$ cat src/rtl/ps2_kbd_rx.sv
// -----------------------------------------------------------------------------
// ps2_kbd_rx
//
// PS/2 keyboard receiver. It takes the raw PS/2 pins, deframes 11-bit frames
// (start, 8 data LSB first, odd parity, stop), folds the E0/F0 prefix bytes
// into flags and queues fully decoded key events in a first-word-fall-through
// FIFO for the system-clock consumer.
//
// Parameters
//   DEPTH_LOG2   FIFO depth = 2**DEPTH_LOG2 entries (1..6)
//   TIMEOUT_CYC  clk cycles without a ps2_clk fall mid-frame before abandoning
//
// Ports
//   clk          system clock, all logic on posedge
//   clrk         synchronous active-high reset
//   ps2_clk      PS/2 clock pin (asynchronous)
//   ps2_data     PS/2 data pin (asynchronous)
//   nextdate_n   active-low pop request, level sensitive, one entry per cycle
//   code         scan code of the FIFO head (0 when empty)
//   is_break     head entry is a release (F0-prefixed)
//   is_ext       head entry is extended (E0-prefixed)
//   ready        FIFO non-empty
//   count        FIFO occupancy, 0..2**DEPTH_LOG2
//   overflow     sticky: a push was dropped because the FIFO was full
//   frame_err    one-cycle pulse on a parity/stop error or a frame timeout
//
// Build option
//   PS2_TYPEMATIC_FILTER_EN  when defined, repeated make events of the key
//                            that was last pushed are suppressed until its
//                            break event arrives (auto-repeat filter).
// -----------------------------------------------------------------------------
module ps2_kbd_rx #(
   parameter int unsigned DEPTH_LOG2  = 3,
   parameter logic [15:0] TIMEOUT_CYC = 16'd50000
) (
   input  logic                  clk,
   input  logic                  clrk,
   input  logic                  ps2_clk,
   input  logic                  ps2_data,
   input  logic                  nextdate_n,
   output logic [7:0]            code,
   output logic                  is_break,
   output logic                  is_ext,
   output logic                  ready,
   output logic [DEPTH_LOG2:0]   count,
   output logic                  overflow,
   output logic                  frame_err
);

   localparam int unsigned DEPTH = 1 << DEPTH_LOG2;

   // Occupancy value meaning "full"; count is one bit wider than the pointers
   // so it can represent DEPTH itself.
   localparam logic [DEPTH_LOG2:0] FULL_CNT = {1'b1, {DEPTH_LOG2{1'b0}}};

   localparam logic [7:0] PREFIX_EXT = 8'hE0;
   localparam logic [7:0] PREFIX_BRK = 8'hF0;

   localparam logic [1:0] ST_IDLE   = 2'd0;
   localparam logic [1:0] ST_DATA   = 2'd1;
   localparam logic [1:0] ST_PARITY = 2'd2;
   localparam logic [1:0] ST_STOP   = 2'd3;

   // --------------------------------------------------------------------------
   // Pin synchronisers and falling-edge detect
   // --------------------------------------------------------------------------
   logic [2:0] clk_sync;
   logic [1:0] data_sync;
   logic       fall;
   logic       rx_bit;

   // NOTE: every clocked register is written with <= so that all flops update
   // together from the values present before the edge; a blocking = here
   // would let later statements see already-shifted values.
   always_ff @(posedge clk) begin
      if (clrk) begin
         clk_sync  <= 3'b111;
         data_sync <= 2'b11;
      end else begin
         clk_sync  <= {clk_sync[1:0], ps2_clk};
         data_sync <= {data_sync[0], ps2_data};
      end
   end

   // Data passes through the same two flops as clk_sync[1], so the sampled
   // bit is aligned with the edge that selects it.
   assign fall   = clk_sync[2] & ~clk_sync[1];
   assign rx_bit = data_sync[1];

   // --------------------------------------------------------------------------
   // Frame FSM and watchdog
   // --------------------------------------------------------------------------
   logic [1:0]  state;
   logic [2:0]  bit_idx;
   logic [7:0]  shreg;
   logic        par_bit;
   logic [15:0] wd_cnt;
   logic        byte_vld;
   logic        timeout;

   assign timeout = (state != ST_IDLE) && (wd_cnt == TIMEOUT_CYC);

   always_ff @(posedge clk) begin
      if (clrk) begin
         state     <= ST_IDLE;
         bit_idx   <= '0;
         shreg     <= '0;
         par_bit   <= 1'b0;
         wd_cnt    <= '0;
         byte_vld  <= 1'b0;
         frame_err <= 1'b0;
      end else begin
         byte_vld  <= 1'b0;
         frame_err <= 1'b0;

         if (fall || (state == ST_IDLE))
            wd_cnt <= '0;
         else
            wd_cnt <= wd_cnt + 16'd1;

         if (timeout) begin
            // Stalled frame: drop whatever was collected and report it.
            state     <= ST_IDLE;
            wd_cnt    <= '0;
            frame_err <= 1'b1;
         end else if (fall) begin
            case (state)
               ST_IDLE: begin
                  // A high start bit is line noise, not an error.
                  if (!rx_bit) begin
                     state   <= ST_DATA;
                     bit_idx <= '0;
                  end
               end
               ST_DATA: begin
                  // LSB arrives first: shift right, new bit enters at the top.
                  shreg   <= {rx_bit, shreg[7:1]};
                  bit_idx <= bit_idx + 3'd1;
                  if (bit_idx == 3'd7)
                     state <= ST_PARITY;
               end
               ST_PARITY: begin
                  par_bit <= rx_bit;
                  state   <= ST_STOP;
               end
               ST_STOP: begin
                  if ((^{shreg, par_bit}) && rx_bit)
                     byte_vld <= 1'b1;
                  else
                     frame_err <= 1'b1;
                  state <= ST_IDLE;
               end
               default: state <= ST_IDLE;
            endcase
         end
      end
   end

   // --------------------------------------------------------------------------
   // Prefix decoder
   // --------------------------------------------------------------------------
   logic       ext_pend;
   logic       brk_pend;
   logic       is_prefix;
   logic       ev_valid;
   logic [9:0] ev_entry;
   logic       push_req;
   logic       push_acc;
   logic       do_pop;
   logic       full;

   assign is_prefix = (shreg == PREFIX_EXT) || (shreg == PREFIX_BRK);
   assign ev_valid  = byte_vld && !is_prefix;
   assign ev_entry  = {ext_pend, brk_pend, shreg};

   always_ff @(posedge clk) begin
      if (clrk) begin
         ext_pend <= 1'b0;
         brk_pend <= 1'b0;
      end else if (frame_err) begin
         // A corrupted frame may have been the real key byte; stale prefixes
         // must not attach themselves to the next good byte.
         ext_pend <= 1'b0;
         brk_pend <= 1'b0;
      end else if (byte_vld) begin
         if (shreg == PREFIX_EXT) begin
            ext_pend <= 1'b1;
         end else if (shreg == PREFIX_BRK) begin
            brk_pend <= 1'b1;
         end else begin
            ext_pend <= 1'b0;
            brk_pend <= 1'b0;
         end
      end
   end

`ifdef PS2_TYPEMATIC_FILTER_EN
   // --------------------------------------------------------------------------
   // Typematic filter: remember the last make that entered the FIFO and drop
   // identical makes until that key's break event arrives.
   // --------------------------------------------------------------------------
   logic [8:0] last_make;
   logic       last_vld;
   logic       repeat_hit;

   assign repeat_hit = last_vld && (last_make == {ext_pend, shreg});
   assign push_req   = ev_valid && !(!brk_pend && repeat_hit);

   always_ff @(posedge clk) begin
      if (clrk) begin
         last_make <= '0;
         last_vld  <= 1'b0;
      end else if (ev_valid) begin
         if (brk_pend) begin
            if (repeat_hit)
               last_vld <= 1'b0;
         end else if (push_acc) begin
            last_make <= {ext_pend, shreg};
            last_vld  <= 1'b1;
         end
      end
   end
`else
   assign push_req = ev_valid;
`endif

   // --------------------------------------------------------------------------
   // First-word-fall-through FIFO
   // --------------------------------------------------------------------------
   logic [9:0]            mem [DEPTH];
   logic [DEPTH_LOG2-1:0] wptr;
   logic [DEPTH_LOG2-1:0] rptr;
   logic [9:0]            head;

   assign ready  = (count != '0);
   assign full   = (count == FULL_CNT);
   assign do_pop = !nextdate_n && ready;
   // A pop in the same cycle frees the slot, so a full FIFO still accepts.
   assign push_acc = push_req && (!full || do_pop);

   // NOTE: the storage array has no reset; only the pointers and count do.
   // Entries are never observed until written, and leaving the array out of
   // reset lets it map onto plain RAM/LUT storage.
   always_ff @(posedge clk) begin
      if (push_acc)
         mem[wptr] <= ev_entry;
   end

   always_ff @(posedge clk) begin
      if (clrk) begin
         wptr     <= '0;
         rptr     <= '0;
         count    <= '0;
         overflow <= 1'b0;
      end else begin
         if (push_acc)
            wptr <= wptr + 1'b1;
         if (do_pop)
            rptr <= rptr + 1'b1;

         case ({push_acc, do_pop})
            2'b10:   count <= count + 1'b1;
            2'b01:   count <= count - 1'b1;
            default: count <= count;
         endcase

         if (push_req && full && !do_pop)
            overflow <= 1'b1;
      end
   end

   // Head is forced to zero while empty so the outputs read 0 out of reset.
   assign head = ready ? mem[rptr] : 10'd0;
   assign {is_ext, is_break, code} = head;

endmodule

$ cat config.mk
export PLATFORM = sky130hd
export DESIGN_NAME = ps2_kbd_rx
export DESIGN_NICKNAME = d
export VERILOG_FILES = /design/src/rtl/ps2_kbd_rx.sv
export SDC_FILE = /design/constraint.sdc
export NUM_CORES = 1
export LEC_CHECK = 0
export BUFFER_PORTS_ARGS = -buffer_cell sky130_fd_sc_hd__buf_2
export CAP_MARGIN = 20
export CELL_PAD_IN_SITES_DETAIL_PLACEMENT = 0
export CELL_PAD_IN_SITES_GLOBAL_PLACEMENT = 2
export CORE_MARGIN = 2
export CORE_UTILIZATION = 30
export DETAILED_ROUTE_END_ITERATION = 10
export HOLD_SLACK_MARGIN = 0.08
export PLACE_DENSITY = 0.66
export SLEW_MARGIN = 10
export SYNTH_ARGS = -nofsm -noshare
export SYNTH_HDL_FRONTEND = slang
export SYNTH_SLANG_ARGS = --single-unit
$ cat constraint.sdc
create_clock -name clk -period 7.1 [get_ports clk]
set_input_delay 1.42 -clock clk [delete_from_list [all_inputs] [get_ports clk]]
set_output_delay 1.42 -clock clk [all_outputs]
set_load 0.1 [all_outputs]
After elaboration in Yosys (flattened, before gate mapping)
Memory sizes are Yosys's and may differ from the RTL's. A register that Yosys moved wholly into a read port is not among the register bits.
Cells that the tools add are included.
{"block": "op_classes", "add_sub_neg": 6, "eq_ne": 13, "n_mux": 19, "bitwise_logic": 6, "reduce_logical": 30}
{"cell": "adder 16 x 1 -> 16 bit, second input constant", "count": 1}
{"cell": "equality test 16 bit, second input constant", "count": 1}
{"cell": "equality test 8 bit, second input constant", "count": 2}
{"cell": "two-way mux 1 bit", "count": 10}
{"cell": "two-way mux 10 bit", "count": 1}
{"cell": "adder 3 x 1 -> 3 bit, second input constant", "count": 3}
{"cell": "two-way mux 3 bit", "count": 3}
{"cell": "AND reduction 3 bit", "count": 3}
{"cell": "parity 9 bit", "count": 1}
{"cell": "one-hot mux 2 bit (4 select lines)", "count": 1}
{"cell": "one-hot mux 4 bit (2 select lines)", "count": 1}
{"cell": "logical AND 1 bit", "count": 7}
{"cell": "equality test 2 bit, second input constant", "count": 3}
{"cell": "inequality test 2 bit, second input constant", "count": 3}
{"cell": "one-hot mux 3 bit (2 select lines)", "count": 1}
{"cell": "nonzero test 2 bit", "count": 3}
{"cell": "inverter 1 bit", "count": 5}
{"cell": "adder 4 x 1 -> 4 bit, second input constant", "count": 1}
{"cell": "equality test 2 x 1 -> 1 bit, second input constant", "count": 2}
{"cell": "equality test 4 bit, second input constant", "count": 1}
{"cell": "logical NOT 1 bit", "count": 4}
{"cell": "two-way mux 2 bit", "count": 2}
{"cell": "AND reduction 2 bit", "count": 2}
{"cell": "AND reduction 4 bit", "count": 1}
{"cell": "9 further kinds", "count": 12}
{"block": "totals", "reg_bits": 50, "ramBits": 80, "input_bits": 5, "out_inout_bits": 17, "elab_cells": 90, "n_memories": 1}
{"name": "mem", "words": 8, "word_bits": 10, "read_ports": 1, "rd_clocked_by_memory_dff": 1, "wr": 1, "line_no": "230", "text": "logic [9:0] mem [DEPTH];"}

Logic depth before layout (Yosys ltp)
{"block": "logic_depth", "word_depth": 7, "depth_mapped": 9}

Worst setup path after synthesis
No wires, ideal clock.
{"block": "synth_timing", "path_type": "register to output", "startpoint": "register count[3]", "endpoint": "output port code[0]", "arrival_ns": 2.754, "path_slack_ns": 2.926, "path_stages_with_launch": 4, "n_path_buf": 1, "cell_sequence": "dfxtp_1 > nor4_2 > clkbuf_1 > nor2_1"}
{"block": "synth_via", "elab_chain_len": 2}
{"element": "from (decl)", "line_no": "45", "text": "output logic [DEPTH_LOG2:0] count,"}
{"element": "from (signal assigned)", "line_no": "262", "text": "2'b10: count <= count + 1'b1;"}
{"element": "from (signal assigned)", "line_no": "263", "text": "2'b01: count <= count - 1'b1;"}
{"element": "from (signal assigned)", "line_no": "264", "text": "default: count <= count;"}
{"element": "nonzero test 4 bit", "line_no": "235", "text": "assign ready = (count != '0);"}
{"element": "two-way mux 10 bit", "line_no": "273", "text": "assign head = ready ? mem[rptr] : 10'd0;"}
{"element": "to (decl)", "line_no": "41", "text": "output logic [7:0] code,"}
Every way passes these cells.

==> metrics.txt <==
status finished clean; syn nets 409; total gr overflow 0; buffers inserted by post-CTS timing repair 0; GRT Util Overall between 10% and 20%; final core occ 36.1%; vias in the first global route just over 3000; Synth area leader edfxtp_1; setup total negative slack 0 ns; Unique masters post-synth 45; detailed placement HPWL 6490 µm; routed length per instance between 15 and 20 µm; DP Area between 5000 and 6000 µm²; Worst setup SP type flip-flop; H-tree levels 4; Worst-path clk slew 0.06 ns; RSZ-0062 raised after global routing false; pin count of the biggest net entering global routing 34; Routed WL 10200 µm; fmax ~0.26 GHz; crit path capture type primary output; Hold WS 0.407 ns; Worst-Margin Slew 1.03 ns; Worst R2R Start shreg[5]; Worst-Skew Late Latency roughly 0.41 ns; top post-synthesis cells by area edfxtp_1 44%, dfxtp_1 19%, mux4_2 8.2%; share of layout cells above drive strength 1 22.4%; post-synth top area share about 44%; CP top delay family flip-flops; initial DRC count 110; CTS tree yes; Worst Skew 0.00658 ns; min Tclk post-route 3.85 ns; Crit Path Class flip-flop to primary output; Mean Syn Cell Area roughly 14 µm²; DRT antenna net count 0; maxcap violations 0; most numerous cell in the Yosys netlist edfxtp_1; fin crit share 54.2%; area delta synth->final 18.4%; P_leak 2.31 nW; critical-path cell list mux4_2, mux2i_1, nor2_1, buf_2; Chip Width 139 µm; final setup margin 3.25 ns; PD cells about 400 nW/µm²; ant diodes 0; fin area between 6000 and 7000 µm²; Post-CTS Hold Buffers 0; Pins Over Slew Limit 0; ys flop type edfxtp_1; Core Rows 49; Bufs and invs on worst path 1; Max IR drop VDD 0.000533 V; clk sinks 133; Post-synth top cells 80 x edfxtp_1, 58 x nor2_1, 53 x dfxtp_1, 24 x mux2i_1, 20 x mux4_2; Initial Util 30.5%; Slowest cell on crit path dfxtp_1; global-route wire length before repair 16700 µm; Vias between 3000 and 4000; Post-synth EDFFs 80; core region area 18000 µm²; Port Buffers 21; CP max stage delay 0.98 ns; GP Congestion ~0.72; die height ~140 µm; total CTS buffers 17; hold_sp data_sync[0]; Mapped Cells 391; root buffer cell clkbuf_16; vias per inst 4.51; YS warnings 0; nets@finish roughly 450; IO Count 22; WP data required 5.68 ns; final setup vio count 0; initial antenna violation count 0; Placement Setup Slack 3.64 ns; Max FO, Critical Path 20; DRC Markers 0; Pre-antenna DRT Iters 4; fillers 1749; Die ar. between 15000 and 20000 µm²; synthesis-stage register bit count 133; Hold WC Path Type flip-flop to flip-flop; Async S/R FF share, synth 0%; WP data arrival approximately 2.4 ns; final hold violations 0; Bufs on Longest Clock Path 2; sequential share of the synthesized area 63.2%; Post-CTS Resized 0; Cell Area, Synth roughly 5500 µm²; Rel. slew slack 31.1%
layout make-up:
cell class | instances | area, µm² | share of cell area, %
clock buffer | 19 | 464 | 7.16
multi-input combinational | 231 | 1920 | 29.7
clock inverter | 13 | 123 | 1.89
timing repair buffer | 29 | 165 | 2.55
sequential | 133 | 3460 | 53.4
tap | 229 | 287 | 4.42
inverter | 16 | 60.1 | 0.926
cells in the final DEF, fill, tap and decap left out, drive strengths merged, types with 3 or more instances in the layout:
| cell | synthesis | layout |
|---|---|---|
| edfxtp | 80 | 80 |
| nor2 | 58 | 58 |
| dfxtp | 53 | 53 |
| buf | 4 | 29 |
| mux2i | 25 | 25 |
| mux4 | 20 | 20 |
| clkbuf | 7 | 19 |
| inv | 16 | 19 |
| nand2 | 18 | 18 |
| xnor2 | 16 | 16 |
| ha | 12 | 12 |
| nand3 | 11 | 11 |
| xor2 | 10 | 10 |
| a21oi | 8 | 8 |
| nor3 | 8 | 8 |
| or2 | 7 | 7 |
| clkinv | 0 | 6 |
| nand4 | 4 | 4 |
| nor4 | 4 | 4 |
| nand2b | 3 | 3 |
| nor2b | 3 | 3 |
| clkinvlp | 0 | 3 |
routing by layer:
layer,GRT usage (%),up-vias,wire (µm)
met2,17.3,40,4750
met5,0,-,0
met3,4.07,6,318
met1,15.1,1473,5000
met4,3.51,0,90
li1,-,1502,-
where the power goes:
group | switching, mW | internal, mW | total, mW
logic | 0.615 | 0.201 | 0.816
clock network | 0.336 | 0.516 | 0.852
registers | 0.0264 | 0.828 | 0.855
total | 0.978 | 1.54 | 2.52
flip-flops by register name, summed over array words and instances (netlist names), named ones only:
name / cells
data_sync: 2
count: 4
wptr: 3
rptr: 3
state: 2
clk_sync: 3
brk_pend: 1
par_bit: 1
byte_vld: 1
mem: 80
wd_cnt: 16
bit_idx: 3
ext_pend: 1
overflow: 1
frame_err: 1
shreg: 8
kinds of logic after synthesis:
logic type                 after synthesis  synth area share, %
AOI/OAI and AO/OA                       16                 2.17
xor gates and xnor gates                27                 4.57
adders and majority gates               13                 3.11
buffers and inverters                   27                 1.92
DFF                                    133                 63.2
muxes                                   46                 13.3
and+or+nand+nor                        129                 11.7
final timing paths:
kind	end	slack, ns	cells past startpoint
min	data_sync[1]	0.41	1
max reg2reg	count[3]	4.03	9
min reg2reg	data_sync[1]	0.41	1
max	code[1]	3.25	4
per-stage QoR:
step	instances	power, mW
after floorplan	391	1.57
after global placement	637	1.69
after detailed placement	637	1.70
after CTS	669	2.56
after global routing	670	2.63
final	670	2.52
Power figures use the tool's default switching activity.
